**src/rtl/enable_arbiter_pkg.sv**
```systemverilog
// Shared types and default parameters for the two-requester enable arbiter.
package enable_arbiter_pkg;

    typedef enum logic [1:0] {
        PARK_1 = 2'd0,
        PARK_2 = 2'd1,
        BUSY_1 = 2'd2,
        BUSY_2 = 2'd3
    } state_t;

    localparam int DATA_W_DEF   = 8;
    localparam int LIMIT_DEF    = 200;
    localparam int MAX_HOLD_DEF = 4;

endpackage

```
**src/rtl/arb_hold_counter.sv**
```systemverilog
// Saturating hold-time counter: expired flags that the owner has held the
// resource for MAX_HOLD cycles counting the grant cycle.
module arb_hold_counter
    import enable_arbiter_pkg::*;
#(
    parameter int MAX_HOLD = MAX_HOLD_DEF
) (
    input  logic clk,
    input  logic reset_n,
    input  logic clear,
    input  logic enable,
    output logic expired
);

    localparam int CW = (MAX_HOLD > 1) ? $clog2(MAX_HOLD) : 1;
    localparam logic [CW-1:0] TOP = CW'(MAX_HOLD - 1);

    logic [CW-1:0] count;

    // NOTE: sequential state uses non-blocking assignments so every register
    // samples pre-edge values, independent of block ordering.
    always_ff @(posedge clk or negedge reset_n) begin
        if (!reset_n) begin
            count <= '0;
        end else if (clear) begin
            count <= '0;
        end else if (enable && count != TOP) begin
            count <= count + 1'b1;
        end
    end

    assign expired = (count == TOP);

endmodule

```
**src/rtl/enable_arbiter.sv**
```systemverilog
// Round-robin arbiter keeping exactly one of enable_1/enable_2 high, with
// range-checked data forwarding and hold-time preemption.
module enable_arbiter
    import enable_arbiter_pkg::*;
#(
    parameter int DATA_W   = DATA_W_DEF,
    parameter int LIMIT    = LIMIT_DEF,
    parameter int MAX_HOLD = MAX_HOLD_DEF
) (
    input  logic              clk,
    input  logic              reset_n,
    input  logic              req_1,
    input  logic              req_2,
    input  logic [DATA_W-1:0] data_1,
    input  logic [DATA_W-1:0] data_2,
    input  logic              done,
    output logic              enable_1,
    output logic              enable_2,
    output logic [DATA_W-1:0] data_out,
    output logic              data_valid,
    output logic              reject_1,
    output logic              reject_2
);

    localparam logic [DATA_W-1:0] LIMIT_V = DATA_W'(LIMIT);

    state_t            state, state_nx;
    logic [DATA_W-1:0] data_nx;
    logic              grant, stay, expired;
    logic              v_1, v_2, bad_1, bad_2;

    assign v_1   = req_1 && (data_1 <= LIMIT_V);
    assign v_2   = req_2 && (data_2 <= LIMIT_V);
    assign bad_1 = req_1 && (data_1 >  LIMIT_V);
    assign bad_2 = req_2 && (data_2 >  LIMIT_V);

    // NOTE: combinational logic uses blocking assignments with a default for
    // every output first, so no path leaves a value unassigned (no latch).
    always_comb begin
        state_nx = state;
        data_nx  = data_out;
        grant    = 1'b0;
        stay     = 1'b0;
        unique case (state)
            PARK_1: begin
                if (v_2) begin
                    state_nx = BUSY_2; data_nx = data_2; grant = 1'b1;
                end else if (v_1) begin
                    state_nx = BUSY_1; data_nx = data_1; grant = 1'b1;
                end
            end
            PARK_2: begin
                if (v_1) begin
                    state_nx = BUSY_1; data_nx = data_1; grant = 1'b1;
                end else if (v_2) begin
                    state_nx = BUSY_2; data_nx = data_2; grant = 1'b1;
                end
            end
            BUSY_1: begin
                if ((done || expired) && v_2) begin
                    state_nx = BUSY_2; data_nx = data_2; grant = 1'b1;
                end else if (done) begin
                    state_nx = PARK_1;
                end else begin
                    stay = 1'b1;
                end
            end
            BUSY_2: begin
                if ((done || expired) && v_1) begin
                    state_nx = BUSY_1; data_nx = data_1; grant = 1'b1;
                end else if (done) begin
                    state_nx = PARK_2;
                end else begin
                    stay = 1'b1;
                end
            end
            default: state_nx = PARK_1;
        endcase
    end

    arb_hold_counter #(.MAX_HOLD(MAX_HOLD)) u_hold (
        .clk     (clk),
        .reset_n (reset_n),
        .clear   (grant),
        .enable  (stay),
        .expired (expired)
    );

    // Outputs are registered from the next state so the enables swap together.
    always_ff @(posedge clk or negedge reset_n) begin
        if (!reset_n) begin
            state      <= PARK_1;
            data_out   <= '0;
            enable_1   <= 1'b1;
            enable_2   <= 1'b0;
            data_valid <= 1'b0;
            reject_1   <= 1'b0;
            reject_2   <= 1'b0;
        end else begin
            state      <= state_nx;
            data_out   <= data_nx;
            enable_1   <= (state_nx == PARK_1) || (state_nx == BUSY_1);
            enable_2   <= (state_nx == PARK_2) || (state_nx == BUSY_2);
            data_valid <= (state_nx == BUSY_1) || (state_nx == BUSY_2);
            reject_1   <= bad_1;
            reject_2   <= bad_2;
        end
    end

    a_one_hot: assert property (@(posedge clk) disable iff (!reset_n)
        enable_1 ^ enable_2);

    a_data_range: assert property (@(posedge clk) disable iff (!reset_n)
        data_valid |-> data_out <= LIMIT_V);

    // A rejected request must never have produced a grant to its own side.
    a_reject_1: assert property (@(posedge clk) disable iff (!reset_n)
        reject_1 |-> !(state == BUSY_1 && $past(state) != BUSY_1));

    a_reject_2: assert property (@(posedge clk) disable iff (!reset_n)
        reject_2 |-> !(state == BUSY_2 && $past(state) != BUSY_2));

endmodule

```
**config.mk**
```make
export PLATFORM = sky130hd
export DESIGN_NAME = enable_arbiter
export DESIGN_NICKNAME = d
export VERILOG_FILES = /design/src/rtl/enable_arbiter_pkg.sv /design/src/rtl/arb_hold_counter.sv /design/src/rtl/enable_arbiter.sv
export SDC_FILE = /design/constraint.sdc
export NUM_CORES = 1
export LEC_CHECK = 0
export CAP_MARGIN = 20
export CORE_UTILIZATION = 45
export CTS_CLUSTER_SIZE = 40
export DETAILED_ROUTE_END_ITERATION = 8
export GPL_ROUTABILITY_DRIVEN = 0
export PLACE_DENSITY = 0.79
export SETUP_SLACK_MARGIN = 0.5
export SKIP_LAST_GASP = 1
export SLEW_MARGIN = 20
export SYNTH_ARGS = -nofsm -noshare
export SYNTH_HDL_FRONTEND = slang
export SYNTH_SLANG_ARGS = --single-unit
```
**constraint.sdc**
```tcl
create_clock -name clk -period 2 [get_ports clk]
set_clock_uncertainty 0.15 [all_clocks]
set_input_delay 0.4 -clock clk [delete_from_list [all_inputs] [get_ports clk]]
set_output_delay 0.4 -clock clk [all_outputs]
set_load 0.01 [all_outputs]
```
== After elaboration in Yosys (flattened, before gate mapping) ==
Index checks and enable logic that the tools add are counted.
W data, S select, Z words.

* Logic and storage cells: 69
* Register bits after elaboration: 17
* Output and inout bits: 13
* Bits of input ports: 21

* Equality and inequality tests: 12
* Reduce and logical (&&, ||, !) cells: 15
* Multiplexer cells: 29
* Order comparisons: 4
* Add/subtract/negate cells: 1

{| class="wikitable"
|+ Operators with widths
! cell !! count
|-
| $mux W8 || 6
|-
| $pmux W8 S4 || 1
|-
| $mux W2 || 10
|-
| $gt A8 B8 Y1 const B || 2
|-
| $le A8 B8 Y1 const B || 2
|-
| $eq A2 B2 Y1 const B || 5
|-
| $mux W1 || 9
|-
| $pmux W2 S4 || 1
|-
| $logic_and A1 B1 Y1 || 7
|-
| $ne A2 B2 Y1 const B || 3
|-
| $ne A3 B3 Y1 const B || 2
|-
| $eq A2 B1 Y1 const B || 2
|-
| $logic_not A2 Y1 || 2
|-
| $logic_or A1 B1 Y1 || 4
|-
| $pmux W1 S4 || 1
|-
| $reduce_and A4 Y1 || 1
|-
| $add A2 B1 Y2 const B || 1
|-
| $pmux W1 S2 || 1
|-
| $reduce_bool A2 Y1 || 1
|}

== Longest topological paths before layout ==
Gate-level depths: netlist (run 1).

* Depth after elaboration: 8
* Depth in mapped cells: 6
* Depth with buffers taken out: 6

== Cells and area by module ==
A second synthesis (run 1) with hierarchy kept.

* Cells, all modules: 111
* Area total of the unflattened synthesis: 1117.3 µm²

{| class="wikitable"
|+ Modules (own cells, without submodules)
! module !! times used !! sequential area each (µm²) !! area each (µm²) !! cells an instance
|-
| enable_arbiter || 1 || 351.6 || 993.5 || 101
|-
| arb_hold_counter || 1 || 50.0 || 123.9 || 10
|}

== Worst setup path after synthesis (run 1) ==
No wires, ideal clock.

* Kind: in2reg
* From: input port data_2[0]
* To: register data_out[0]
* Cell stages on the path: 6
* Setup slack: 0.235 ns
* Data arrival time: 1.536 ns
* Setup time: 0.079 ns
* Data required time: 1.771 ns
* Path buffers: 1
* Path through: nor3_2 > o221ai_4 > mux2_4 > o21bai_4 > buf_8 > mux2i_1

* Longest elaborated chain between the ends: 5
* Elaborated cells between the ends (all ways): 12
* Classes of those cells: order compare: 1; eq/ne: 3; mux: 5; reduce/logical: 3

{| class="wikitable"
|+ Ends and longest elaborated chain
! what !! RTL line !! text
|-
| start: declaration || enable_arbiter.sv:15 || <nowiki>input logic [DATA_W-1:0] data_2,</nowiki>
|-
| $le A8 B8 Y1 || enable_arbiter.sv:33 || <nowiki>assign v_2 = req_2 && (data_2 <= LIMIT_V);</nowiki>
|-
| $logic_and A1 B1 Y1 || enable_arbiter.sv:33 ||
|-
| $logic_and A1 B1 Y1 || enable_arbiter.sv:60 || <nowiki>if ((done || expired) && v_2) begin</nowiki>
|-
| $ne A2 B2 Y1 (no source line) || n/a ||
|-
| $reduce_and A4 Y1 (no source line) || n/a ||
|-
| end signal: assignment || enable_arbiter.sv:101 || <nowiki>data_out <= data_nx;</nowiki>
|-
| end: declaration || enable_arbiter.sv:19 || <nowiki>output logic [DATA_W-1:0] data_out,</nowiki>
|}

Parallel ways exist; a longest one is shown, timed or not. The select of a mux whose other input is x is not followed.
A chain may end at the register's enable or synchronous reset.

== Worst setup path in the final report (run 1) ==
* From: input port data_2[5]
* To: register data_out[7]

* Longest elaborated chain between the ends: 5
* Elaborated cells between the ends (all ways): 9
* Classes of those cells: order compare: 1; eq/ne: 3; mux: 2; reduce/logical: 3

{| class="wikitable"
|+ Ends and longest elaborated chain
! what !! RTL line
|-
| $le A8 B8 Y1 (*) || enable_arbiter.sv:33
|-
| $logic_and A1 B1 Y1 (*) || enable_arbiter.sv:33
|-
| $logic_and A1 B1 Y1 || enable_arbiter.sv:60
|-
| $ne A2 B2 Y1 (no source line) || n/a
|-
| $reduce_and A4 Y1 (no source line) || n/a
|}

Mark *: on every way between the ends. The rest lies on a longest branch, timed or not.

==> results by group, run 1 <==
Finish
  – Layout cells sized above 1: 50.6%
  – Layout Utilization: 88.7%
  – Post-route design area: 1810 um2
  – Nets: 199
  – Diode count: 0
  – Fill count: 100
  – Syn-to-layout area delta: 76.6%

Worst setup path
  – Critical path launch point type: primary input
  – Setup crit end kind: flop
  – Worst path required time: 2.05 ns
  – Worst path cell trace: clkdlybuf4s15_2 > nor2_2 > o221ai_4 > buf_4 > a21oi_1 > o21bai_4 > buf_6 > mux2i_1
  – CP Class: primary input to flop
  – Reg2Reg Depth: 5
  – Worst path slowest cell: mux2i_1
  – FF-to-FF End: data_out[7]
  – Worst Path Arrival: 1.85 ns
  – Worst reg2reg startpoint: state[0]
  – Worst-path fanout max: 6
  – Max incr delay on CP: 0.22 ns
  – FF-to-FF setup slack: 0.31 ns

Die
  – Die width: 49.8 um
  – Die Ht: 49.8 um
  – Starting density of the core: 50.2%
  – Row count: 16
  – Die Area: 2480 um2
  – Core area: 2040 um2
  – I/O Pins: 34

Placed design
  – IO Port Bufs: 33
  – Placed cell area: 1560 um2
  – Dpl hpwl: 2.04 mm
  – Pre-CTS setup slack: -0.380 ns

Route
  – DR DRC count: 0
  – Drt first pass iters: 4
  – WL/cell: 18.9 um
  – Via count: 1153
  – Routed Wire Length: 3.84 mm
  – Initial DRC Count: 34
  – Vias per cell: 5.68
  – Final ANT Viol Nets: 0

Global routing
  – Total global routing overflow: 0
  – Global-route wire length before repair: 5.39 mm
  – Vias in the first global route: 1157
  – Largest net degree at the start of global routing: 17
  – Overall global routing resource usage: 29.6%
  – Initial antenna violation count: 0

Clock network
  – CTS H-Tree Depth: 1
  – Worst-Skew Late Latency: 0.28 ns
  – Buffer type at the clock tree root: clkbuf_4
  – CTS tree: built
  – CTS Buf Count: 3
  – Clock sink count: 16
  – CTS Buffer Depth: 2
  – Worst-path clk slew: 0.10 ns

Timing
  – Pins Over Slew Limit: 0
  – RSZ-0062 raised after global routing: true
  – Max_slew headroom: 79.2%
  – Finish-stage setup viols: 0
  – Min Tclk post-route: 1.80 ns
  – Final worst-path setup slack: 0.200 ns
  – Fmax: 556 MHz
  – Final hold vios: 0
  – Final worst-path cycle share: 90.0%
  – Worst Max-Slew Pin Slew: 0.312 ns

Logic synthesis
  – Top-count cell post-synth: dfrtp_1
  – Post-synth top area share: 36.6%
  – Synth top cells by count: dfrtp_1, nand2_1, mux2i_1
  – Gate Count Post-Synth: 104
  – Post-synthesis sequential area ratio: 39.1%
  – Number of synthesized register bits: 16
  – Netlist cell types: 29
  – Synth Warn #: 0
  – Post-synth EDFFs: 0
  – Largest area contributor in the netlist: dfrtp_1
  – Async S/R FF share, synth: 100%
  – Mean Syn Cell Area: 9.87 um2
  – Net Count, Synth: 126
  – Top cells by area, synth: dfrtp_1, mux2i_1, nand2_1
  – Synth Cell Area: 1030 um2
  – Top_reg_cell synth: dfrtp_1

Power and ir drop
  – Pwr dens: 1150 nW/um2
  – Pleak: 0.855 nW
  – Max VDD drop: 1030 uV

Job
  – Max-capacitance violation count: 0

Min path
  – Hold Path Class: primary input to async pin

Run status
  – Result of the run: finished, final reports clean
-- placed cells by master (no fill, tap or decap), drive strengths merged --
cell type / count
clkbuf: 5
xor2: 1
buf: 47
clkdlybuf4s15: 18
nand2: 14
nor2: 10
and4: 2
dlygate4sd2: 3
o21ai: 2
mux2i: 13
o211ai: 1
or2: 1
a21oi: 5
clkdlybuf4s50: 2
inv: 12
o221ai: 8
o21bai: 2
nand3: 2
ha: 1
mux2: 1
o22a: 2
a2bb2oi: 2
a31oi: 1
dfstp: 1
o22ai: 3
dfrtp: 15
nor3: 2
-- report_power, final --
part,total (mW),switching (mW),internal [mW]
Clock,0.220,0.109,0.111
Sequential,0.553,0.0790,0.474
Combinational,1.30,0.633,0.671
-- flip-flops by register name, summed over array words and instances (netlist names) --
register	count
state	1
enable_2	1
data_valid	1
enable_1	1
reject_2	1
u_hold.count	2
reject_1	1
data_out	8
-- through the flow --
| step | TNS [ns] | power (mW) | instances | hold WS [ns] |
|---|---|---|---|---|
| global route | 0 | 2.21 | 203 | 0.303 |
| finish | 0 | 2.08 | 203 | 0.273 |
| global placement | -3.90 | 1.54 | 185 | 0.356 |
| detailed placement | -3.84 | 1.57 | 185 | 0.358 |
| CTS | 0 | 1.89 | 197 | 0.299 |
| floorplan | 0 | 1.13 | 104 | -0.0456 |
-- routing by layer --
layer  global-route usage (%)  routed length (um)  vias up
met5                        0                   0        -
met4                     11.9                 173        0
met3                     7.10                 194       20
met2                     51.4                1870       54
met1                     34.7                1600      556
li1                         -                   -      523
-- cell type report --
class	instances	area [um2]	area share [%]
repair buffers	71	628	34.7
flip-flops and latches	16	403	22.2
multi-input cells	73	666	36.7
well taps	27	33.8	1.86
clock buffers	4	36.3	2.00
inverters	12	45.0	2.49
-- timing repair --
action | CTS | global route
gates resized for setup | 106 | 19
cloned | 0 | 0
hold buffers | 0 | 0
pin swaps | 10 | 5
setup endpoints to repair | 27 | 23
setup buffers | 8 | 6
-- how the worst max path moves through the flow --
stage                     slack (ns)  cells after the start     endpoint  startpoint
after floorplan                 0.27                      6  data_out[0]   data_1[1]
after global placement         -0.38                      7  data_out[6]   data_1[1]
after detailed placement       -0.38                      7  data_out[5]   data_1[1]
after CTS                       0.34                      7  data_out[5]   data_1[0]
after global routing            0.19                      8  data_out[4]   data_2[5]
final                           0.20                      8  data_out[7]   data_2[5]
-- worst max-delay path: cells and delay by family --
family | cells | cell delay (ns)
AO/OA/AOI/OAI | 3 | 0.52
buffers and inverters | 3 | 0.53
multiplexers | 1 | 0.22
AND/OR/NAND/NOR | 1 | 0.18
-- logic make-up after synthesis --
kind of cell	Yosys count	share of synthesized area, %
simple gates	31	15.1
compound gates	26	22.8
flops	16	39.1
buf+inv	15	6.71
mux	14	14.1
xor+xnor	1	0.854
fa+ha+maj	1	1.22
Note: power is estimated with default switching activity, not from simulation.
==> inputs of run 2 (changes only) <==
--- a/config.mk
+++ b/config.mk
@@ -11,7 +11,6 @@
 export DETAILED_ROUTE_END_ITERATION = 8
 export GPL_ROUTABILITY_DRIVEN = 0
 export PLACE_DENSITY = 0.79
-export SETUP_SLACK_MARGIN = 0.5
 export SKIP_LAST_GASP = 1
 export SLEW_MARGIN = 20
 export SYNTH_ARGS = -nofsm -noshare
==> run 2 against run 1 <==
Compared with the run above: sequential cell count unchanged; critical path depth is 1 lower; sequential share of layout area increased by 1.4 points; setup slack got worse by 0.15 ns; via count down 7.8%; die area stayed put; non-clock buffer count is 13 lower; hold slack got worse by 0.018 ns; register-to-register slack worse by 0.03 ns; final area is 6.4% lower; final cell count shrank 6.4%; critical path type unchanged; largest power group unchanged.
==> results by group, run 2 (synthesis results as in run 1) <==
Worst setup path
  – Worst Path Arrival: 2.03 ns
  – Critical path origin: data_2[4]
  – Worst reg2reg startpoint: state[0]
  – Max incr delay on CP: 0.46 ns
  – Delay-heaviest family, CP: buffers and inverters
  – Reg2Reg Depth: 5
  – FF-to-FF setup slack: 0.28 ns
  – Crit path depth: 7
  – CP bufs+invs: 2
  – Worst-path fanout max: 5
  – CP endpoint: data_out[7]
  – Critical path launch point type: primary input
  – CP Class: primary input to flop
  – Worst path cell trace: clkdlybuf4s50_1 > nor2_4 > o221ai_4 > mux2_4 > o21bai_4 > clkbuf_16 > mux2i_1
  – Worst path required time: 2.08 ns
  – FF-to-FF End: data_out[7]
  – Worst path slowest cell: clkdlybuf4s50_1
  – Setup crit end kind: flop

Route
  – Routed Wire Length: 3.30 mm
  – Final ANT Viol Nets: 0
  – Drt first pass iters: 4
  – WL/cell: 17.4 um
  – Initial DRC Count: 21
  – Via count: 1063
  – Vias per cell: 5.59
  – DR DRC count: 0

Global routing
  – Largest net degree at the start of global routing: 17
  – Total global routing overflow: 0
  – Global-route wire length before repair: 4.97 mm
  – Initial antenna violation count: 0
  – Overall global routing resource usage: 27.4%
  – Vias in the first global route: 1056

Timing
  – Final setup TNS: 0 ns
  – Final hold slack: 0.255 ns
  – Final hold vios: 0
  – Max_slew headroom: 78.2%
  – Min Tclk post-route: 1.95 ns
  – Final worst-path cycle share: 97.3%
  – Finish-stage setup viols: 0
  – Worst Max-Slew Pin Slew: 0.326 ns
  – Pins Over Slew Limit: 0
  – Final worst-path setup slack: 0.0534 ns
  – Fmax: 514 MHz

Die
  – Die Area: 2480 um2
  – I/O Pins: 34
  – Starting density of the core: 50.2%
  – Die Ht: 49.8 um
  – Core area: 2040 um2
  – Row count: 16
  – Die width: 49.8 um

Clock network
  – Worst-Skew Late Latency: 0.30 ns
  – CTS H-Tree Depth: 1
  – Worst-path clk slew: 0.10 ns
  – CTS Buf Count: 3
  – Clock sink count: 16
  – Buffer type at the clock tree root: clkbuf_4
  – CTS tree: built
  – CTS Buffer Depth: 2
  – CTS Hold Buffers Added: 0

Power and ir drop
  – Design Power: 1.99 mW
  – Pwr dens: 1170 nW/um2
  – Max VDD drop: 878 uV
  – Pleak: 0.826 nW

Finish
  – Register with the most flip-flops: data_out
  – Most frequent cells in the layout: clkdlybuf4s50_1, buf_4, dfrtp_1
  – Commonest non-fill, non-tap cell in the layout: clkdlybuf4s50_1
  – Syn-to-layout area delta: 65.4%
  – Diode count: 0
  – Layout cells sized above 1: 27.0%
  – Layout Utilization: 83.1%
  – Top Registers: data_out (8), u_hold.count (2)
  – Nets: 186
  – Post-Layout Cell Count: 190
  – Max reg flops: 8
  – Post-route design area: 1700 um2

Min path
  – Hold Path Class: primary input to async pin

Placed design
  – Pre-CTS setup slack: -0.514 ns
  – Dpl hpwl: 2.07 mm
  – Placed insts: 182
  – IO Port Bufs: 33
  – Placed cell area: 1540 um2

Job
  – Max-capacitance violation count: 0

Run status
  – Result of the run: finished, final reports clean
[run 2: cell type report]
type / instances / area [um2]
timing repair buffer: 58 / 563
fill: 118 / 345
inverter: 12 / 45.0
clock buffer: 4 / 36.3
multi-input combinational: 73 / 617
tap: 27 / 33.8
sequential: 16 / 402
[run 2: worst min path at each step]
stage | end | slack [ns] | depth (start not counted)
floorplan | data_out[0] | -0.05 | 0
global placement | data_out[3] | 0.36 | 2
detailed placement | data_out[5] | 0.36 | 2
CTS | data_out[4] | 0.27 | 2
global route | data_out[6] | 0.28 | 2
finish | data_out[4] | 0.25 | 2
[run 2: what timing repair did]
item / in CTS / in global routing
setup endpoints to repair: 8 / 8
buffers inserted: 2 / 1
resized for setup: 7 / 13
pin swaps: 3 / 4
gates cloned: 0 / 1
[run 2: per-layer routing]
metal	track usage, %	share of wire (%)
met1	33.5	44
met2	44.6	48
met3	4.94	4.9
met4	16.2	2.8
met5	0	0
[run 2: worst register-to-register path, stage by stage, from the launching register on]
cell,delay (ns)
dfrtp_1,0.39
inv_1,0.20
mux2_4,0.35
o21bai_4,0.18
clkbuf_16,0.18
mux2i_1,0.19
[run 2: report_power, final]
group	internal (mW)	leakage (nW)	switching (mW)
clock	0.111	0.0210	0.118
combinational	0.633	0.615	0.573
sequential	0.472	0.190	0.0765
total	1.22	0.826	0.768
